$ cat config.mk
export PLATFORM = sky130hd
export DESIGN_NAME = sipo_rx_ctrl
export DESIGN_NICKNAME = d
export VERILOG_FILES = /design/src/rtl/sipo_rx_pkg.sv /design/src/rtl/sipo_en.sv /design/src/rtl/sipo_rx_ctrl.sv
export SDC_FILE = /design/constraint.sdc
export NUM_CORES = 1
export LEC_CHECK = 0
export ABC_AREA = 1
export CAP_MARGIN = 20
export CELL_PAD_IN_SITES_DETAIL_PLACEMENT = 1
export CELL_PAD_IN_SITES_GLOBAL_PLACEMENT = 1
export CORE_ASPECT_RATIO = 1.25
export CORE_MARGIN = 2
export CORE_UTILIZATION = 42
export CTS_BUF_LIST = sky130_fd_sc_hd__clkbuf_8
export CTS_CLUSTER_SIZE = 10
export DETAILED_ROUTE_END_ITERATION = 7
export PLACE_DENSITY = 0.93
export SLEW_MARGIN = 10
export SYNTH_ARGS = -nofsm -noshare
export SYNTH_HDL_FRONTEND = slang
export SYNTH_SLANG_ARGS = --single-unit
$ cat constraint.sdc
create_clock -name clk -period 2.35 [get_ports clk]
set_input_delay 0.5875 -clock clk [delete_from_list [all_inputs] [get_ports clk]]
set_output_delay 0.5875 -clock clk [all_outputs]
set_load 0.02 [all_outputs]
$ cat src/rtl/sipo_rx_pkg.sv
// Shared types and constants for the framed serial receiver.
package sipo_rx_pkg;

  typedef enum logic [1:0] {
    IDLE  = 2'd0,
    SHIFT = 2'd1,
    STOP  = 2'd2
  } rx_state_t;

  localparam int DEF_WIDTH = 8;

endpackage

$ cat src/rtl/sipo_en.sv
// WIDTH-bit serial-in/parallel-out register with shift enable and sync clear.
module sipo_en #(
  parameter int WIDTH = 8
) (
  input  logic             clk,
  input  logic             clr,
  input  logic             en,
  input  logic             d,
  output logic [WIDTH-1:0] q
);

  // Clear wins over shift; new bits enter at bit 0 so the first bit ends up as MSB.
  always_ff @(posedge clk) begin
    if (clr)     q <= '0;
    else if (en) q <= {q[WIDTH-2:0], d};
  end

endmodule

$ cat src/rtl/sipo_rx_ctrl.sv
// Framed serial receiver controller: start detect, WIDTH shifts, stop check,
// valid/ready output register with framing-error and overrun pulses.
module sipo_rx_ctrl
  import sipo_rx_pkg::*;
#(
  parameter int WIDTH = DEF_WIDTH
) (
  input  logic             clk,
  input  logic             rst,
  input  logic             a,
  input  logic             bit_en,
  output logic [WIDTH-1:0] q,
  output logic             q_valid,
  input  logic             q_ready,
  output logic             busy,
  output logic             frame_err,
  output logic             overrun
);

  localparam int CW = $clog2(WIDTH);
  localparam logic [CW-1:0] LAST = CW'(WIDTH - 1);

  rx_state_t        state;
  logic [CW-1:0]    cnt;
  logic [WIDTH-1:0] sr;
  logic             start_det;
  logic             sr_clr;
  logic             sr_en;
  logic             consume;

  assign start_det = (state == IDLE) && bit_en && !a;
  assign sr_clr    = rst || start_det;
  assign sr_en     = (state == SHIFT) && bit_en;
  assign consume   = q_valid && q_ready;

  sipo_en #(.WIDTH(WIDTH)) u_sipo (
    .clk (clk),
    .clr (sr_clr),
    .en  (sr_en),
    .d   (a),
    .q   (sr)
  );

  // FSM, bit counter, output register and handshake; all outputs registered.
  always_ff @(posedge clk) begin
    if (rst) begin
      state     <= IDLE;
      cnt       <= '0;
      q         <= '0;
      q_valid   <= 1'b0;
      busy      <= 1'b0;
      frame_err <= 1'b0;
      overrun   <= 1'b0;
    end else begin
      frame_err <= 1'b0;
      overrun   <= 1'b0;
      if (consume) q_valid <= 1'b0;
      case (state)
        IDLE: begin
          if (start_det) begin
            state <= SHIFT;
            cnt   <= '0;
            busy  <= 1'b1;
          end
        end
        SHIFT: begin
          if (bit_en) begin
            if (cnt == LAST) begin
              // Wrap explicitly so non-power-of-two widths never count past LAST.
              cnt   <= '0;
              state <= STOP;
            end else begin
              cnt <= cnt + 1'b1;
            end
          end
        end
        STOP: begin
          if (bit_en) begin
            state <= IDLE;
            busy  <= 1'b0;
            if (!a) begin
              frame_err <= 1'b1;
            end else if (!q_valid || q_ready) begin
              // Slot empty or being freed on this same edge: take the word.
              q       <= sr;
              q_valid <= 1'b1;
            end else begin
              overrun <= 1'b1;
            end
          end
        end
        default: begin
          state <= IDLE;
          busy  <= 1'b0;
        end
      endcase
    end
  end

endmodule

==> results.ini <==
[logic_synthesis]
synth.avg_cell_area_sq_um=8.00
synthCells=127
synth_nets=134
ys.warnings.count=0
synth_cell_types=20
syn_area_sq_um=1020
synth_seq_area_share_pct=49.3
ys_seq_elements=25

[timing]
slew_headroom_pct=68.4
finalSetupTns_ns=0
hold_violations=0
setup_slack_ns=0.549
maxSlewViolCount=0
clock_skew_ns=0.000933
worst_pin_slew_ns=0.473
finalCriticalPeriod_ns=1.80
timing.final.crit_share_pct=76.6
setup_viol=0
fmax_ghz=0.555
grt_setup_unrepaired=no

[place]
portBuffers=16
dp_cells=172
dp_slack_ns=0.356
gp_congestion=0.762
dp_hpwl_um=1830

[layout]
drive_above_1_share_pct=8.97
final-seq-area_sq_um=500
synthToLayoutAreaGrowth_pct=23.2
fin_cells=176
multi_input_area_sq_um=467
antennaDiodeCount=0
nFillCells=307
layout.nets=153

[clock_network]
hold_buffers=0
post-cts-setup-buffers=0
clk_pin_slew_ns=0.08
numCtsBuffers=3
cts-htree-levels=1
root_buffer=clkbuf_8
cts_max_path_buffers=2
tritoncts=built
ctsResizeCount=0
numClockSinks=25
worstSkewPairLatency_ns=0.26

[grt]
grt_overflow_total=0
grtUsageTotal_pct=20.1
grt_pass1_wl_um=4020
grt_max_degree=15
grt_antenna_before_repair=0
first_global_vias=918

[power]
peakVddDrop_uv=379
p_leak_nw=0.474
power.density_nw_per_um2=588

[setup_path]
critPathRequiredTime_ns=1.76
crit_arrival_ns=1.21
cp-end-kind=output pin
worst_setup_path_start_kind=flop
cp_top_family=buffers and inverters
cpPeakStageDelay_ns=0.61
crit_buf_inv=1
cp_max_fo=2
crit_type=flop to output pin
critical_path.cell_chain=clkdlybuf4s50_1
cpMaxStageDelayCell=clkdlybuf4s50_1

[route]
viasPerCell=5.06
routed_wl_um=2330
first_pass_iters=3
wl_per_cell_um=13.2
vias=890
ant_nets=0
drt_iter0_drc=6
drc=0

[floorplan]
fp.dieH_um=59.0
die_w_um=48.0
rows=19
dieArea_sq_um=2830
initial_core_util_pct=45.5
coreArea_sq_um=2230
ioPinCount=17

[run]
maxCapViolCount=0

[status]
outcome=complete, no violations

[worst_hold_path]
min_path_type=flop to flop

-- per-stage QoR --
step           util, %  total power, mW  area [sq um]  hold WS, ns
2_1_floorplan        -            0.481          1020        0.437
3_3_place_gp      54.0            0.499          1210        0.450
3_5_place_dp      54.0            0.503          1210        0.454
4_1_cts           56.0            0.742          1250        0.465
5_1_grt           56.0            0.776          1250        0.484
6_report          56.0            0.736          1250        0.462
-- layout make-up --
cell class                      instances  share of cell area [%]
Sequential cell                        25                    40.0
Multi-Input combinational cell         91                    37.3
Timing Repair Buffer                   17                    13.4
Clock buffer                            3                    3.30
Tap cell                               31                    3.10
Inverter                                8                    2.60
Clock inverter                          1                   0.300
-- final timing paths --
kind | start | end | slack [ns] | cells after the start
worst min-delay path | q[0]$_SDFFE_PP0P_ | q[0]$_SDFFE_PP0P_ | 0.46 | 2
worst max register to register | cnt[0]$_SDFFE_PP0P_ | cnt[0]$_SDFFE_PP0P_ | 1.15 | 5
worst min register to register | q[0]$_SDFFE_PP0P_ | q[0]$_SDFFE_PP0P_ | 0.46 | 2
worst max-delay path | q[4]$_SDFFE_PP0P_ | q[4] | 0.55 | 1
-- power breakdown --
part	internal, mW	switching, mW	leakage, nW
clock	0.117	0.127	0.0269
sequential	0.429	0.00599	0.202
combinational	0.0208	0.0362	0.245
total	0.567	0.169	0.474
-- kinds of logic (layout without fill, tap and decap cells) --
group / Yosys count / count (layout) / synth area share (%)
buf+inv: 11 / 29 / 4.80
flops: 25 / 25 / 49.3
compound gates: 23 / 23 / 11.3
simple gates: 66 / 66 / 32.1
fa+ha+maj: 2 / 2 / 2.46
-- cells in the final DEF (no fill, tap or decap) --
cell type        count
a21oi_1             20
buf_4                1
clkbuf_8             3
clkdlybuf4s50_1     16
dfxtp_1             25
ha_1                 2
inv_1                6
inv_2                2
inv_4                1
nand2_1             35
nand2_2              2
nand2_8              1
nand3_1             10
nand3_4              1
nand4_1              2
nor2_1              11
nor2_4               1
nor2_8               1
nor3_1               2
o21ai_0              3
-- state kept, by name, indices dropped and copies added, names as in the netlist --
| register | flops |
|---|---|
| busy | 1 |
| cnt | 3 |
| frame_err | 1 |
| state | 2 |
| overrun | 1 |
| q | 8 |
| u_sipo.q | 8 |
| q_valid | 1 |
-- metal layers --
layer / up-vias / GRT usage [%] / routed length, um
met5: - / 0 / 0
met4: 0 / 10.4 / 57
met3: 6 / 2.74 / 52
met2: 18 / 35.0 / 1250
met1: 414 / 22.5 / 964
li1: 452 / - / -
-- synthesized netlist by cell type, drive strengths merged --
master | n | area (sq um)
ha | 2 | 25.0
nor3 | 2 | 10.0
inv | 8 | 32.5
clkbuf | 1 | 3.75
nand2 | 38 | 164
buf | 2 | 12.5
nand3 | 11 | 67.6
nand4 | 2 | 12.5
nor2 | 13 | 72.6
a21oi | 20 | 100
dfxtp | 25 | 500
o21ai | 3 | 15.0
Power figures use the tool's default switching activity.
